**src/rtl/dds_freq_scheduler_if.sv**
```systemverilog
// Calculator start/ready handshake plus the tuning-word bus towards the DDS slaves.
interface dds_freq_scheduler_if #(
    parameter int N_CH = 4
);
    logic               calc_start;
    logic [31:0]        calc_freq;
    logic               calc_ready;
    logic [N_CH*16-1:0] dds_freq;
    logic               freq_valid;

    modport master (
        output calc_start, dds_freq, freq_valid,
        input  calc_freq, calc_ready
    );

    modport slave (
        input  calc_start, dds_freq, freq_valid,
        output calc_freq, calc_ready
    );
endinterface

```
**src/rtl/dds_freq_scheduler.sv**
```systemverilog
// Schedules B-field-to-frequency calculations and distributes the offset result
// to the DDS channel tuning words, immediately or aligned to dds_sync.
module dds_freq_scheduler #(
    parameter int N_CH     = 4,
    parameter int TIMEOUT  = 64,
    parameter int PERIOD_W = 16
) (
    input  logic                 int_dds_clk_in,
    input  logic                 reset,
    input  logic                 enable,
    input  logic [PERIOD_W-1:0]  period,
    input  logic                 force_update,
    input  logic                 sync_mode,
    input  logic                 dds_sync,
    input  logic [N_CH-1:0]      ch_mask,
    input  logic [N_CH*32-1:0]   ch_offset,
    input  logic                 err_clr,
    output logic                 busy,
    output logic                 timeout_err,
    dds_freq_scheduler_if.master calc_if
);
    localparam int TW = (TIMEOUT > 1) ? $clog2(TIMEOUT) : 1;

    localparam logic [2:0] ST_IDLE  = 3'd0;
    localparam logic [2:0] ST_START = 3'd1;
    localparam logic [2:0] ST_WAIT  = 3'd2;
    localparam logic [2:0] ST_PEND  = 3'd3;
    localparam logic [2:0] ST_APPLY = 3'd4;

    logic [2:0]          state, state_nxt;
    logic [PERIOD_W-1:0] period_cnt;
    logic [TW-1:0]       tmo_cnt;
    logic                force_pend;
    logic [31:0]         freq_lat;
    logic [2:0]          sync_sr;
    logic                sync_rise;
    logic [31:0]         apply_src;
    logic [15:0]         ch_word;
    logic [N_CH*16-1:0]  dds_freq_r, dds_freq_nxt;
    logic                calc_start_r, freq_valid_r, timeout_err_r;
    logic                tmo_expire;

    assign sync_rise  = sync_sr[1] & ~sync_sr[2];
    assign tmo_expire = (state == ST_WAIT) && !calc_if.calc_ready && (tmo_cnt == '0);

    always_comb begin
        state_nxt = state;
        case (state)
            ST_IDLE:  if ((enable && period_cnt == '0) || force_pend) state_nxt = ST_START;
            ST_START: state_nxt = ST_WAIT;
            ST_WAIT: begin
                if (calc_if.calc_ready) state_nxt = sync_mode ? ST_PEND : ST_APPLY;
                else if (tmo_cnt == '0) state_nxt = ST_IDLE;
            end
            ST_PEND:  if (sync_rise) state_nxt = ST_APPLY;
            ST_APPLY: state_nxt = ST_IDLE;
            default:  state_nxt = ST_IDLE;
        endcase
    end

    // Words are registered on the edge entering APPLY so they appear together with
    // freq_valid; coming straight from WAIT the latch is not yet loaded, so bypass it.
    always_comb begin
        apply_src    = (state == ST_WAIT) ? calc_if.calc_freq : freq_lat;
        dds_freq_nxt = dds_freq_r;
        ch_word      = '0;
        for (int unsigned k = 0; k < N_CH; k++) begin
            ch_word = 16'((apply_src + ch_offset[32*k +: 32]) >> 16);
            if (ch_mask[k]) dds_freq_nxt[16*k +: 16] = ch_word;
        end
    end

    always_ff @(posedge int_dds_clk_in or posedge reset) begin
        if (reset) begin
            state         <= ST_IDLE;
            period_cnt    <= '0;
            tmo_cnt       <= '0;
            force_pend    <= 1'b0;
            freq_lat      <= '0;
            sync_sr       <= '0;
            dds_freq_r    <= '0;
            calc_start_r  <= 1'b0;
            freq_valid_r  <= 1'b0;
            timeout_err_r <= 1'b0;
        end else begin
            state        <= state_nxt;
            sync_sr      <= {sync_sr[1:0], dds_sync};
            calc_start_r <= (state_nxt == ST_START);
            freq_valid_r <= (state_nxt == ST_APPLY);

            if (state_nxt == ST_START) period_cnt <= period;
            else if (enable && period_cnt != '0) period_cnt <= period_cnt - 1'b1;

            if (state_nxt == ST_START) force_pend <= 1'b0;
            else if (force_update) force_pend <= 1'b1;

            if (state_nxt == ST_START) tmo_cnt <= TW'(TIMEOUT - 1);
            else if (state == ST_WAIT && tmo_cnt != '0) tmo_cnt <= tmo_cnt - 1'b1;

            if (state == ST_WAIT && calc_if.calc_ready) freq_lat <= calc_if.calc_freq;

            if (state_nxt == ST_APPLY && state != ST_APPLY) dds_freq_r <= dds_freq_nxt;

            if (tmo_expire) timeout_err_r <= 1'b1;
            else if (err_clr) timeout_err_r <= 1'b0;
        end
    end

    assign busy               = (state != ST_IDLE);
    assign timeout_err        = timeout_err_r;
    assign calc_if.calc_start = calc_start_r;
    assign calc_if.dds_freq   = dds_freq_r;
    assign calc_if.freq_valid = freq_valid_r;
endmodule

```
**src/flat_wrapper.sv**
```systemverilog
// flat-port wrapper written by rule: the top's interface ports become plain ports
module dds_freq_scheduler_flat 
#(
    parameter int N_CH     = 4,
    parameter int TIMEOUT  = 64,
    parameter int PERIOD_W = 16
)
  (int_dds_clk_in, reset, enable, period, force_update, sync_mode, dds_sync, ch_mask, ch_offset, err_clr, busy, timeout_err, calc_if_calc_start, calc_if_dds_freq, calc_if_freq_valid, calc_if_calc_freq, calc_if_calc_ready);
  dds_freq_scheduler_if #(.N_CH(N_CH)) calc_if_i ();
  input  logic int_dds_clk_in;
  input  logic reset;
  input  logic enable;
  input  logic [PERIOD_W-1:0] period;
  input  logic force_update;
  input  logic sync_mode;
  input  logic dds_sync;
  input  logic [N_CH-1:0] ch_mask;
  input  logic [N_CH*32-1:0] ch_offset;
  input  logic err_clr;
  output logic busy;
  output logic timeout_err;
  output wire logic [$bits(calc_if_i.calc_start)-1:0] calc_if_calc_start;
  output wire logic [$bits(calc_if_i.dds_freq)-1:0] calc_if_dds_freq;
  output wire logic [$bits(calc_if_i.freq_valid)-1:0] calc_if_freq_valid;
  input wire logic [$bits(calc_if_i.calc_freq)-1:0] calc_if_calc_freq;
  input wire logic [$bits(calc_if_i.calc_ready)-1:0] calc_if_calc_ready;
  assign calc_if_calc_start = calc_if_i.calc_start;
  assign calc_if_dds_freq = calc_if_i.dds_freq;
  assign calc_if_freq_valid = calc_if_i.freq_valid;
  assign calc_if_i.calc_freq = calc_if_calc_freq;
  assign calc_if_i.calc_ready = calc_if_calc_ready;
  dds_freq_scheduler #(.N_CH(N_CH), .TIMEOUT(TIMEOUT), .PERIOD_W(PERIOD_W)) u_core (.int_dds_clk_in(int_dds_clk_in), .reset(reset), .enable(enable), .period(period), .force_update(force_update), .sync_mode(sync_mode), .dds_sync(dds_sync), .ch_mask(ch_mask), .ch_offset(ch_offset), .err_clr(err_clr), .busy(busy), .timeout_err(timeout_err), .calc_if(calc_if_i));
endmodule
```
**config.mk**
```make
export PLATFORM = sky130hd
export DESIGN_NAME = dds_freq_scheduler_flat
export DESIGN_NICKNAME = d
export VERILOG_FILES = /design/src/rtl/dds_freq_scheduler_if.sv /design/src/rtl/dds_freq_scheduler.sv /design/src/flat_wrapper.sv
export SDC_FILE = /design/constraint.sdc
export NUM_CORES = 1
export LEC_CHECK = 0
export ABC_CLOCK_PERIOD_IN_PS = 4900
export CORE_ASPECT_RATIO = 1.75
export CORE_MARGIN = 4
export CORE_UTILIZATION = 35
export DETAILED_ROUTE_END_ITERATION = 8
export PLACE_DENSITY = 0.71
export RECOVER_POWER = 100
export SYNTH_ARGS = -nofsm -noshare
export SYNTH_HDL_FRONTEND = slang
export SYNTH_SLANG_ARGS = --single-unit
```
**constraint.sdc**
```tcl
create_clock -name int_dds_clk_in -period 4.9 [get_ports int_dds_clk_in]
set_input_delay 0.98 -clock int_dds_clk_in [delete_from_list [all_inputs] [get_ports int_dds_clk_in]]
set_output_delay 0.98 -clock int_dds_clk_in [all_outputs]
set_load 0.01 [all_outputs]
```
==> reports/qor.json <==
{
  "route": {
    "detail_route.wl_per_cell_um": 19.4,
    "drc": 0,
    "final_antenna_net_count": 0,
    "avgViaCountPerCell": 5.29,
    "detailroute.via_count": 9438,
    "detail_route.wirelength_mm": 34.6,
    "firstDrtPassIters": 5,
    "detailedRoute.firstIterationViolations": 493
  },
  "floorplan": {
    "start_util_pct": 35.4,
    "floorplan.rows": 81,
    "die-width_um": 135,
    "io_pins": 256,
    "fp.dieH_um": 230,
    "fp.dieArea_sq_mm": 0.0310,
    "floorplan.core_area_sq_mm": 0.0279
  },
  "final_layout": {
    "final_layout_size_suffix_gt1_share_pct": 6.38,
    "area_growth_syn_to_fin_pct": 36.5,
    "most_used_cells_in_the_layout_excluding_fill_and_tap_cells": "nand2_1, clkdlybuf4s50_1, dfrtp_1",
    "finish.net_count": 1709,
    "layout.cells.most_common": "nand2_1",
    "fill_cells": 2665,
    "layout.cells.non_filler": 1785
  },
  "grt": {
    "grt_overall_usage_pct": 22.3,
    "grt_pass1_vias": 9661,
    "antenna_found_initial": 3,
    "grt_pass1_wl_mm": 52.7,
    "grt_remaining_overflow": 0,
    "grt_start_max_net_pins": 87
  },
  "setup_path": {
    "r2r-end": "u_core.calc_if.dds_freq[61]$_DFFE_PP0P_",
    "crit_required_ns": 5.21,
    "r2r_start": "u_core.state[0]$_DFF_PP0_",
    "setup.worst_path.start_class": "flip-flop",
    "worst_path_class_setup": "reg2reg",
    "crit_path_start": "u_core.state[0]$_DFF_PP0_",
    "timing.reg2reg.setup_slack_ns": 0.30,
    "timing.reg2reg.worst_path_depth": 13,
    "worst-endpoint-arrival_ns": 4.90,
    "path_max_fanout": 19,
    "critPathCaptureType": "flip-flop"
  },
  "worst_hold_path": {
    "worst_hold_path_type": "reg2reg",
    "min-delay-start": "u_core.sync_sr[0]$_DFF_PP0_",
    "worst_hold_path.num_cells": 0,
    "min_delay_worst_endpoint": "u_core.sync_sr[1]$_DFF_PP0_"
  },
  "sta": {
    "finalWorstPathRequiredPeriod_ns": 4.60,
    "tns_ns": 0,
    "slew_headroom_pct": -128,
    "worst-slew-pin-transition_ns": 3.42,
    "timing.final.max_slew_violations": 120,
    "min_period_over_period_pct": 93.9,
    "timing.clock.skew_ns": 0.0134,
    "hold_violations": 0,
    "highest_clock_rate_mhz": 217,
    "rsz_0062_raised_after_global_routing": "no",
    "final_setup_violating_endpoints": 0
  },
  "clock_network": {
    "clkSinkCount": 128,
    "cts-resized-gates": 0,
    "clkSlewWorstSetupHoldPaths_ns": 0.07,
    "cts_buffer_depth": 2,
    "cts_htree_levels": 4,
    "clock_tree.root_cell": "clkbuf_16",
    "clock_tree_from_tritoncts": "yes",
    "cts_buffer_count": 17,
    "cts_hold_buffers": 0,
    "post_cts.repair.setup_buffers": 0,
    "clock_latency_ns": 0.45
  },
  "placed_design": {
    "detailed_place_hpwl_mm": 28.2,
    "dp.cells": 1752,
    "gp_congestion": 0.939,
    "io_buffers": 255
  },
  "yosys": {
    "synth.cell_area_sq_mm": 0.00986,
    "seq_area_frac_synth_pct": 32.5,
    "synth_edf_count": 0,
    "number_of_warnings_printed_during_yosys_synthesis": 0,
    "synthesis.instances": 1132,
    "synth_cell_types": 75,
    "async_flop_share_pct": 100,
    "avgSynthCellArea_sq_um": 8.71,
    "synth_fp_nets": 1443,
    "dominantRegCellSynth": "dfrtp_1",
    "synth.ff_latch_count": 128
  },
  "power": {
    "power_leakage_nw": 6.16,
    "report.power.total_w": 0.00935,
    "power.density_cell_area_mw_per_mm2": 695,
    "maximum_vdd_drop_v": 0.000315
  },
  "run": {
    "cap_viol_max_count": 2
  },
  "outcome": {
    "violations": "max-capacitance violations, max-slew violations",
    "run_status": "complete, but fails checks"
  }
}
[where the power goes]
| group | switching [W] | internal [W] | total, W |
|---|---|---|---|
| logic | 0.00354 | 0.00267 | 0.00622 |
| registers | 0.000299 | 0.00152 | 0.00182 |
| clock network | 0.000582 | 0.000725 | 0.00131 |
[through the flow]
step	setup WS, ns	utilization [%]	area, sq um	hold WS [ns]
final	0.301	48.3	13500	0.356
after global routing	0.0858	48.3	13500	0.367
after CTS	0.535	48.5	13500	0.357
after detailed placement	0.554	46.4	12900	0.342
after global placement	0.620	46.4	12900	0.336
after floorplan	0.507	-	9860	0.331
[registers in the layout, summed over array words and instances, names as in the netlist]
signal	cells
u_core.tmo_cnt	6
u_core.freq_lat	32
u_core.timeout_err	1
u_core.sync_sr	3
u_core.calc_if.dds_freq	64
u_core.state	3
u_core.period_cnt	16
u_core.calc_if.freq_valid	1
u_core.calc_if.calc_start	1
u_core.force_pend	1
[per-layer routing]
layer  vias to the layer above  GRT usage, %  part of all wire, %
li1                       4637             -                    -
met1                      4376          22.2                   36
met2                       320          41.7                   53
met3                       101          4.64                  5.2
met4                         4          13.2                  5.9
met5                         -             0                0.084
[critical path, cell delays in order (launching register included)]
cell	delay, ns
dfrtp_1	0.50
or3b_1	0.69
buf_4	0.37
nand2_1	0.08
nand2_1	0.13
clkbuf_1	0.30
ha_1	0.34
and3_1	0.21
a311o_1	0.39
o211a_1	0.30
o311ai_2	0.32
a21boi_0	0.23
o21a_1	0.23
o311ai_0	0.38
[synthesized netlist by cell type (4+ instances only)]
cell | count | area (sq um)
inv_1 | 30 | 113
a31oi_1 | 11 | 68.8
o211ai_1 | 8 | 60.1
a21oi_1 | 70 | 350
nor2_1 | 43 | 161
a21o_1 | 33 | 248
nand2_1 | 231 | 867
and2_1 | 7 | 43.8
nand3_1 | 19 | 95.1
a211oi_1 | 9 | 67.6
ha_1 | 123 | 1540
nor4_1 | 10 | 62.6
nand4_1 | 16 | 100
o21a_1 | 9 | 67.6
nand2b_1 | 13 | 81.3
o21ai_1 | 18 | 90.1
o21ai_0 | 82 | 410
and3_1 | 13 | 81.3
or3_1 | 9 | 56.3
and4_1 | 4 | 35.0
xor2_1 | 28 | 245
mux2_2 | 32 | 360
dfrtp_1 | 128 | 3200
a211o_1 | 6 | 52.6
o21bai_1 | 8 | 60.1
xnor2_1 | 37 | 324
nor2b_1 | 12 | 75.1
clkbuf_1 | 21 | 78.8
o31ai_1 | 14 | 105
nor3_1 | 14 | 70.1
[how the worst max path moves through the flow]
stage,endpoint,cells past startpoint
5_1_grt,u_core.calc_if.dds_freq[0]$_DFFE_PP0P_,3
2_1_floorplan,u_core.calc_if.calc_start$_DFF_PP0_,1
3_5_place_dp,u_core.calc_if.dds_freq[13]$_DFFE_PP0P_,13
4_1_cts,u_core.calc_if.dds_freq[13]$_DFFE_PP0P_,14
6_report,u_core.calc_if.dds_freq[61]$_DFFE_PP0P_,13
3_3_place_gp,u_core.calc_if.dds_freq[13]$_DFFE_PP0P_,13
[logic make-up after synthesis]
logic type	synth area share, %
and+or+nand+nor	19.2
DFF	32.5
buffers and inverters	2.44
AOI/OAI and AO/OA	20.5
adders and majority gates	15.6
xor gates and xnor gates	5.78
muxes	3.96
[layout make-up]
| class | instances | area [sq um] | area share, % |
|---|---|---|---|
| Antenna cell | 1 | 2.50 | 0.0186 |
| Multi-Input combinational cell | 944 | 6390 | 47.5 |
| Tap cell | 373 | 467 | 3.47 |
| Clock buffer | 17 | 425 | 3.16 |
| Sequential cell | 128 | 3200 | 23.8 |
| Inverter | 31 | 116 | 0.865 |
| Timing Repair Buffer | 276 | 2680 | 19.9 |
| Clock inverter | 15 | 170 | 1.26 |
Note: power is estimated with default switching activity, not from simulation.
